`config.mk`:
```
export PLATFORM = sky130hd
export DESIGN_NAME = uart_tx_arbiter
export DESIGN_NICKNAME = d
export VERILOG_FILES = /design/src/rtl/uart_tx_arbiter_pkg.sv /design/src/rtl/uart_tx_arbiter_rr_pick.sv /design/src/rtl/uart_tx_arbiter.sv
export SDC_FILE = /design/constraint.sdc
export NUM_CORES = 1
export LEC_CHECK = 0
export BUFFER_PORTS_ARGS = -buffer_cell sky130_fd_sc_hd__buf_2
export CAP_MARGIN = 20
export CORE_MARGIN = 2
export CORE_UTILIZATION = 55
export DETAILED_ROUTE_END_ITERATION = 8
export PLACE_DENSITY_LB_ADDON = 0.1
export SETUP_SLACK_MARGIN = 0.05
export SYNTH_ARGS = -nofsm -noshare
export SYNTH_HDL_FRONTEND = slang
export SYNTH_SLANG_ARGS = --single-unit
```
`constraint.sdc`:
```
create_clock -name i_Clock -period 4.2 [get_ports i_Clock]
set_input_delay 0.63 -clock i_Clock [delete_from_list [all_inputs] [get_ports i_Clock]]
set_output_delay 0.63 -clock i_Clock [all_outputs]
set_load 0.005 [all_outputs]
```
`src/rtl/uart_tx_arbiter_pkg.sv`:
```
// Shared types and defaults for the UART TX arbiter: FSM encoding, timing
// defaults and a small index helper.
package uart_tx_arbiter_pkg;

    typedef enum logic [2:0] {
        ST_IDLE      = 3'd0,
        ST_LOAD      = 3'd1,
        ST_WAIT_DONE = 3'd2,
        ST_GAP       = 3'd3,
        ST_HOLD      = 3'd4
    } state_t;

    localparam int CLKS_PER_BIT_DEF = 87;
    localparam int TIMEOUT_CLKS_DEF = 2048;

    // Next requester index with wrap at n.
    function automatic int wrap_inc(input int idx, input int n);
        return (idx + 1 >= n) ? 0 : idx + 1;
    endfunction

endpackage

```
`src/rtl/uart_tx_arbiter_rr_pick.sv`:
```
// Combinational round-robin picker: first asserted request at or after the
// pointer, searching upward with wrap.
module rr_pick #(
    parameter int NUM_REQ = 4,
    parameter int IDW     = (NUM_REQ > 1) ? $clog2(NUM_REQ) : 1
)(
    input  logic [NUM_REQ-1:0] i_Req,
    input  logic [IDW-1:0]     i_Ptr,
    output logic [IDW-1:0]     o_Grant,
    output logic               o_Any_Valid
);

    logic           w_found;
    logic [IDW-1:0] w_idx;

    always_comb begin
        o_Grant = i_Ptr;
        w_found = 1'b0;
        w_idx   = i_Ptr;
        for (int i = 0; i < NUM_REQ; i++) begin
            w_idx = IDW'((int'(i_Ptr) + i) % NUM_REQ);
            if (!w_found && i_Req[w_idx]) begin
                o_Grant = w_idx;
                w_found = 1'b1;
            end
        end
    end

    assign o_Any_Valid = |i_Req;

endmodule

```
`src/rtl/uart_tx_arbiter.sv`:
```
// Round-robin arbiter sharing one UART_TX among NUM_REQ byte streams, with
// packet lock until the last byte, optional inter-byte gap and a watchdog.
//
// state     | meaning
// ----------+------------------------------------------------------------
// IDLE      | no grant active; pick next requester when UART is free
// LOAD      | one-cycle handshake: DV + ready to the granted requester
// WAIT_DONE | byte in flight; wait for UART done (watchdog running)
// GAP       | idle spacing after done before the next decision
// HOLD      | packet locked, waiting for the owner's next byte (watchdog)
module uart_tx_arbiter
    import uart_tx_arbiter_pkg::*;
#(
    parameter int NUM_REQ      = 4,
    parameter int GAP_CLKS     = 0,
    parameter int TIMEOUT_CLKS = TIMEOUT_CLKS_DEF
)(
    input  logic                         i_Clock,
    input  logic                         i_Reset,
    input  logic [NUM_REQ-1:0]           i_Req_Valid,
    input  logic [NUM_REQ*8-1:0]         i_Req_Byte,
    input  logic [NUM_REQ-1:0]           i_Req_Last,
    output logic [NUM_REQ-1:0]           o_Req_Ready,
    output logic                         o_TX_DV,
    output logic [7:0]                   o_TX_Byte,
    input  logic                         i_TX_Active,
    input  logic                         i_TX_Done,
    output logic [$clog2(NUM_REQ)-1:0]   o_Grant_ID,
    output logic                         o_Busy,
    output logic                         o_Timeout
);

    localparam int                IDW      = $clog2(NUM_REQ);
    localparam int                WDW      = $clog2(TIMEOUT_CLKS) + 1;
    localparam logic [WDW-1:0]    WD_LIMIT = WDW'(TIMEOUT_CLKS - 1);
    localparam logic [7:0]        GAP_LOAD = (GAP_CLKS > 0) ? 8'(GAP_CLKS - 1) : 8'd0;

    state_t          r_state;
    logic [IDW-1:0]  r_grant;
    logic [IDW-1:0]  r_rr_ptr;
    logic            r_last;
    logic [WDW-1:0]  r_wd;
    logic [7:0]      r_gap_cnt;
    logic [7:0]      r_tx_byte;
    logic            r_timeout;

    logic [IDW-1:0]  w_pick;
    logic            w_any_valid;
    logic            w_grant_valid;
    logic            w_load_ok;
    logic [7:0]      w_grant_byte;
    logic [IDW-1:0]  w_grant_inc;
    logic [WDW-1:0]  w_wd_next;
    logic            w_wd_expire;

    rr_pick #(
        .NUM_REQ (NUM_REQ),
        .IDW     (IDW)
    ) u_rr_pick (
        .i_Req       (i_Req_Valid),
        .i_Ptr       (r_rr_ptr),
        .o_Grant     (w_pick),
        .o_Any_Valid (w_any_valid)
    );

    assign w_grant_valid = i_Req_Valid[r_grant];
    assign w_grant_byte  = i_Req_Byte[{r_grant, 3'b000} +: 8];
    assign w_grant_inc   = IDW'(wrap_inc(int'(r_grant), NUM_REQ));
    assign w_wd_next     = (&r_wd) ? r_wd : r_wd + 1'b1;
    assign w_wd_expire   = (w_wd_next == WD_LIMIT);

    // DV and ready are qualified by the live valid so a requester that
    // withdraws during LOAD never sees an accept for a byte it no longer offers.
    assign w_load_ok   = (r_state == ST_LOAD) && w_grant_valid;
    assign o_TX_DV     = w_load_ok;
    assign o_TX_Byte   = w_load_ok ? w_grant_byte : r_tx_byte;
    assign o_Req_Ready = w_load_ok ? (NUM_REQ'(1) << r_grant) : '0;
    assign o_Grant_ID  = r_grant;
    assign o_Busy      = (r_state != ST_IDLE);
    assign o_Timeout   = r_timeout;

    always_ff @(posedge i_Clock or posedge i_Reset) begin
        if (i_Reset) begin
            r_state   <= ST_IDLE;
            r_grant   <= '0;
            r_rr_ptr  <= '0;
            r_last    <= 1'b0;
            r_wd      <= '0;
            r_gap_cnt <= '0;
            r_tx_byte <= 8'h00;
            r_timeout <= 1'b0;
        end else begin
            r_timeout <= 1'b0;
            case (r_state)
                ST_IDLE: begin
                    if (w_any_valid && !i_TX_Active) begin
                        r_grant <= w_pick;
                        r_state <= ST_LOAD;
                    end
                end

                ST_LOAD: begin
                    if (w_grant_valid) begin
                        r_tx_byte <= w_grant_byte;
                        r_last    <= i_Req_Last[r_grant];
                        r_wd      <= '0;
                        r_state   <= ST_WAIT_DONE;
                    end else begin
                        r_state <= ST_IDLE;
                    end
                end

                ST_WAIT_DONE: begin
                    if (i_TX_Done) begin
                        if (GAP_CLKS > 0) begin
                            r_gap_cnt <= GAP_LOAD;
                            r_state   <= ST_GAP;
                        end else if (r_last) begin
                            r_rr_ptr <= w_grant_inc;
                            r_state  <= ST_IDLE;
                        end else if (w_grant_valid) begin
                            r_state <= ST_LOAD;
                        end else begin
                            r_wd    <= '0;
                            r_state <= ST_HOLD;
                        end
                    end else if (w_wd_expire) begin
                        r_timeout <= 1'b1;
                        r_last    <= 1'b0;
                        r_rr_ptr  <= w_grant_inc;
                        r_state   <= ST_IDLE;
                    end else begin
                        r_wd <= w_wd_next;
                    end
                end

                ST_GAP: begin
                    if (r_gap_cnt == 8'd0) begin
                        if (r_last) begin
                            r_rr_ptr <= w_grant_inc;
                            r_state  <= ST_IDLE;
                        end else if (w_grant_valid) begin
                            r_state <= ST_LOAD;
                        end else begin
                            r_wd    <= '0;
                            r_state <= ST_HOLD;
                        end
                    end else begin
                        r_gap_cnt <= r_gap_cnt - 8'd1;
                    end
                end

                ST_HOLD: begin
                    if (w_grant_valid) begin
                        r_state <= ST_LOAD;
                    end else if (w_wd_expire) begin
                        r_timeout <= 1'b1;
                        r_last    <= 1'b0;
                        r_rr_ptr  <= w_grant_inc;
                        r_state   <= ST_IDLE;
                    end else begin
                        r_wd <= w_wd_next;
                    end
                end

                default: r_state <= ST_IDLE;
            endcase
        end
    end

endmodule

```
== Yosys cells after proc, flatten, opt, wreduce, memory -nomap -nowiden ==
Index checks and enable logic that the tools add are counted.
Widths: inputs -> output; s select.
Cells by class
  $add $sub $neg: 6
  order comparisons: 6
  eq/ne operators: 10
  shift operators: 2
  mux-type cells: 54
  bitwise operators: 1
  reductions and logical operators: 24
Operators by type and width (number)
  $mux 12: 8
  $pmux 12 s4: 1
  $shiftx 32x6->8: 1
  $mux 3: 7
  $mux 2: 10
  $mux 1: 16
  $lt 2x3->1 const B: 5
  $pmux 3 s5: 1
  $add 12x1->12 const B: 1
  $bmux 1 s2: 6
  $eq 12x11->1 const B: 1
  $reduce_and 12->1: 1
  $ne 2x2->1 const B: 5
  $reduce_bool 3->1: 3
  $logic_not 8->1: 1
  $mux 8: 1
  $reduce_and 2->1: 4
  $reduce_and 4->1: 2
  $sub 8x1->8 const B: 1
  $eq 3x2->1 const B: 2
  $pmux 2 s3: 1
  $logic_and 1x1->1: 5
  $add 2x2->2 const B: 2
  $logic_not 1->1: 4
  14 further kinds: 14
Word-level totals
  flip-flop bits (word level): 37
  output and inout bits: 17
  logic and storage cells: 111

== Longest topological paths before layout ==
  depth after elaboration: 12
  gate-level depth with buffers: 8
  gate-level depth less buffers: 7

== By module ==
From an unflattened synthesis, not the netlist that was laid out.
Unflattened totals
  cell total of the unflattened synthesis: 283
  area, all modules: 2578.7 sq um
By module, submodules not included
  uart_tx_arbiter: times used 1, cells an instance 267, area an instance 2482.4 sq um
  rr_pick: times used 1, cells an instance 16, area an instance 96.3 sq um

== Worst setup path before layout ==
Ideal clock, no wire load.
  kind: register to register
  start: reg r_wd[0]
  end: reg r_rr_ptr[1]
  setup time: 126 ps
  data arrival time: 2318 ps
  required time: 4074 ps
  slack: 1756 ps
  stages on the path, launching flop included: 9
  buffers on the path: 1
  clock period less this slack: 2444 ps
  cells stage by stage: dfrtp_1 > ha_1 > clkbuf_1 > nand2b_1 > or4_1 > a311oi_2 > nand4_2 > a31o_1 > a221o_1
On the way
  word-level cells in the longest chain between the ends: 6
  elaborated cells on any way between the ends: 8
  classes of those cells: add/sub (1); eq/ne (1); mux (5); reduce/logical (1)
RTL lines
  start: declaration: RTL line uart_tx_arbiter.sv:42  | logic [WDW-1:0] r_wd;
  start signal: assignment: RTL line uart_tx_arbiter.sv:133  | r_wd <= w_wd_next;
  start signal: assignment: RTL line uart_tx_arbiter.sv:162  | r_wd <= w_wd_next;
  $add 12x1->12 or $reduce_and 12->1 (tied branches): RTL line uart_tx_arbiter.sv:69  | assign w_wd_next = (&r_wd) ? r_wd : r_wd + 1'b1;
  $mux 12 (*): RTL line uart_tx_arbiter.sv:69
  $eq 12x11->1 (*): RTL line uart_tx_arbiter.sv:70  | assign w_wd_expire = (w_wd_next == WD_LIMIT);
  $mux 2 (*)
  $mux 2 (on tied branches)
  $pmux 2 s3 (*)
  end signal: assignment: RTL line uart_tx_arbiter.sv:119  | r_rr_ptr <= w_grant_inc;
  end signal: assignment: RTL line uart_tx_arbiter.sv:130  | r_rr_ptr <= w_grant_inc;
  end signal: assignment: RTL line uart_tx_arbiter.sv:140  | r_rr_ptr <= w_grant_inc;
  end: declaration: RTL line uart_tx_arbiter.sv:40  | logic [IDW-1:0] r_rr_ptr;
Mark *: on every way between the ends. The rest lies on a longest branch, timed or not. The select of a mux whose other input is x is not followed.
A chain may end at the register's enable or synchronous reset.

== Final worst setup path ==
  start: reg r_grant[1], in the netlist o_Grant_ID[1]
  end: out o_Req_Ready[2]
On the way
  word-level cells in the longest chain between the ends: 4
  elaborated cells on any way between the ends: 5
  classes of those cells: shift (1); mux (3); reduce/logical (1)
RTL lines
  start: declaration: RTL line uart_tx_arbiter.sv:39  | logic [IDW-1:0] r_grant;
  start signal: assignment: RTL line uart_tx_arbiter.sv:97  | r_grant <= w_pick;
  $bmux 1 s2: RTL line uart_tx_arbiter.sv:66  | assign w_grant_valid = i_Req_Valid[r_grant];
  $mux 1 (implied by the code): RTL line uart_tx_arbiter.sv:66
  $logic_and 1x1->1: RTL line uart_tx_arbiter.sv:74  | assign w_load_ok = (r_state == ST_LOAD) && w_grant_valid;
  $mux 4 (*): RTL line uart_tx_arbiter.sv:77  | assign o_Req_Ready = w_load_ok ? (NUM_REQ'(1) << r_grant) : '0;
  end: declaration: RTL line uart_tx_arbiter.sv:23  | output logic [NUM_REQ-1:0] o_Req_Ready,
Marks and branches as above.

==> summary.md <==
| Metric | Value |
|---|---|
| Tightest Hold Check Type | `primary input to asynchronous set/reset pin` |
| Overflow after GRT | `0` |
| Register area share after synthesis | `0.3651` |
| Antenna cells | `0` |
| CTS resizes | `0` |
| Final nets | `395` |
| CP Launch Type | `flip-flop` |
| Leak | `1.396 nW` |
| Unique masters post-synth | `52` |
| Starting Density | `0.5785` |
| First-pass GRT wire length | `~10000 um` |
| YS warnings | `0` |
| Top Ports | `61` |
| Placed Area | `about 2900 sq um` |
| Worst Path Required | `3.57 ns` |
| Core ar. | `4384 sq um` |
| FILL cells | `between 300 and 400` |
| H-tree Lvls | `2` |
| Gpl congestion | `~0.86` |
| DR DRC count | `0` |
| Peak supply drop | `262.5 uV` |
| Largest net degree at the start of global routing | `38` |
| CTS clk-pin slew, worst paths | `0.08 ns` |
| Layout area overhead | `16.53%` |
| Clk_lat worst skew | `0.28 ns` |
| Top_reg_cell synth | `dfrtp_1` |
| Final Max Tran Viols | `0` |
| Vias after detailed routing | `2330` |
| Crit path time final | `3.038 ns` |
| Layout Skew | `about 0.0038 ns` |
| CTS tree | `built` |
| Fin util | `0.6741` |
| Share of layout cells above drive strength 1 | `0.2616` |
| Status | `finished, final reports clean` |
| # setup viols final | `0` |
| Initial antenna violation count | `0` |
| Worst slew pin tran | `0.9540 ns` |
| Slew HR | `0.3627` |
| Initial drt markers | `120` |
| Total power | `1.412 mW` |
| Ratio of final minimum period to clock period | `0.7234` |
| Routed len/inst | `14.15 um` |
| Num Clock Sinks | `37` |
| Post-synth net total | `roughly 340` |
| Clock Path Buffers | `2` |
| Die area | `5170 sq um` |
| Syn Std Cell Area | `2536 sq um` |
| Root buf cell | `clkbuf_8` |
| Vias in the first global route | `2330` |
| Crit Path Class | `flip-flop to primary output` |
| Post-synth EDFFs | `0` |
| Setup crit end kind | `primary output` |
| Total GRT Usage | `0.2455` |
| Syn avg cell area | `8.899 sq um` |
| Hold Violations, Final | `0` |
| WL final | `5605 um` |
| Antenna Nets Post-Route | `0` |
| RSZ-0062 raised after global routing | `no` |
| Design area | `roughly 3000 sq um` |
| Hpwl dp | `4120 um` |
| Synth async-reset ratio | `1.000` |
| Pwr/cell area | `477.8 nW/um^2` |
| F_max | `0.3291 GHz` |
| Setup Total Neg Slack | `0 ns` |
| Die width | `71.91 um` |
| Synthesis-stage register bit count | `37` |
| Via density | `slightly below 6` |
| Setup Fix Bufs, Post-CTS | `0` |
| Crit path arrival time | `2.41 ns` |
| Max_cap viols | `0` |
| Total CTS buffers | `5` |
| Post-Syn Instances | `approximately 290` |
| Drt pass-1 iters | `4` |
| I/O Buffers | `60` |
| # rows | `24` |
| # hold bufs at CTS | `0` |
| DIE HEIGHT | `71.91 um` |
| Crit-path max FO | `16` |
## report_power, final
part	internal (mW)	switching (mW)
combinational	0.303	0.347
sequential	0.428	0.0911
clock	0.115	0.127
total	0.847	0.565
## final timing paths
| check | startpoint | to | slack [ns] | cells after the start |
|---|---|---|---|---|
| setup / recovery | o_Grant_ID[1]$_DFFE_PP0P_ | o_Req_Ready[2] | 1.16 | 6 |
| hold / removal | i_Reset | r_tx_byte[2]$_DFFE_PP0P_ | 0.44 | 3 |
| setup reg to reg | r_wd[0]$_DFFE_PP0P_ | r_rr_ptr[1]$_DFFE_PP0P_ | 1.48 | 7 |
| hold reg to reg | r_tx_byte[1]$_DFFE_PP0P_ | r_tx_byte[1]$_DFFE_PP0P_ | 0.47 | 2 |
| max in group asynchronous | i_Reset | r_gap_cnt[4]$_DFFE_PP0P_ | 3.43 | 3 |
| min in group i_Clock | r_tx_byte[1]$_DFFE_PP0P_ | r_tx_byte[1]$_DFFE_PP0P_ | 0.47 | 2 |
## metal layers
metal	vias to the layer above	part of all wire	global-route usage
met4	0	0.0061	0.07966
li1	1159	-	-
met3	2	0.065	0.03472
met2	89	0.47	0.4187
met1	1080	0.46	0.3256
met5	-	0	0
## state kept, by name (all words and copies together) (netlist names)
| signal | flops |
|---|---|
| o_Grant_ID | 2 |
| o_Timeout | 1 |
| r_gap_cnt | 8 |
| r_last | 1 |
| r_rr_ptr | 2 |
| r_state | 3 |
| r_tx_byte | 8 |
| r_wd | 12 |
## Yosys cell counts, types with 2 or more instances
library cell / number / area (sq um)
nand2_1: 51 / 191.4
dfrtp_1: 37 / 925.9
nor2_1: 23 / 86.33
a21oi_1: 16 / 80.08
o21ai_0: 16 / 80.08
inv_1: 11 / 41.29
mux4_2: 10 / 225.2
nand3_1: 9 / 45.04
ha_1: 8 / 100.1
clkbuf_1: 7 / 26.28
a31oi_1: 6 / 37.54
nor3_1: 6 / 30.03
nor4_1: 6 / 37.54
o211ai_1: 6 / 45.04
and2_1: 5 / 31.28
nand2b_1: 5 / 31.28
and3_1: 4 / 25.02
mux2i_1: 4 / 40.04
o31ai_1: 4 / 30.03
a22oi_1: 3 / 22.52
nor2b_1: 3 / 18.77
xnor2_1: 3 / 26.28
xor2_1: 3 / 26.28
a21o_1: 2 / 15.01
a31o_1: 2 / 17.52
buf_1: 2 / 7.510
buf_2: 2 / 10.01
mux2_2: 2 / 22.52
nand3b_1: 2 / 15.01
nand4_2: 2 / 25.02
o21bai_1: 2 / 15.01
o22ai_1: 2 / 12.51
o311ai_0: 2 / 17.52
## placed cells by master, fill, tap and decap left out, types with 3 or more instances in the layout
cell	n
a21oi_1	16
a22oi_1	3
a31oi_1	6
and2_1	5
and3_1	4
buf_2	60
buf_4	3
clkbuf_8	5
dfrtp_1	37
ha_1	8
inv_1	11
mux2i_1	4
mux4_2	10
nand2_1	51
nand2b_1	5
nand3_1	9
nor2_1	23
nor2b_1	3
nor3_1	6
nor4_1	6
o211ai_1	6
o21ai_0	16
o31ai_1	4
xnor2_1	3
xor2_1	3
## critical path, cell delays in order (launching register included)
cell and delay, ns:
dfrtp_1 0.72, mux4_2 0.48, nand3_1 0.14, buf_4 0.21, inv_1 0.21, and2_1 0.23
buf_2 0.12
## area by class of cell
type,count,area [sq um],share of cell area
Inverter,11,41.29,0.01397
Clock inverter,2,10.01,0.003387
Clock buffer,6,72.57,0.02456
Tap cell,52,65.06,0.02202
Multi-Input combinational cell,225,1518,0.5136
Sequential cell,37,925.9,0.3133
Timing Repair Buffer,63,322.8,0.1092
## kinds of logic after synthesis
group / share of synthesized area
buf+inv: 0.03651
mux: 0.1135
fa+ha+maj: 0.03947
compound gates: 0.1820
simple gates: 0.2427
xor+xnor: 0.02072
flops: 0.3651
## per-stage QoR
step                      hold WS (ns)  std cells  setup slack (ns)
final                           0.4435        396             1.162
after global routing            0.4845        396            0.9475
after CTS                       0.4466        396             1.145
after detailed placement        0.4560        388             1.379
after global placement          0.4521        388             1.423
after floorplan                 0.4429        285             1.756
Power figures use the tool's default switching activity.
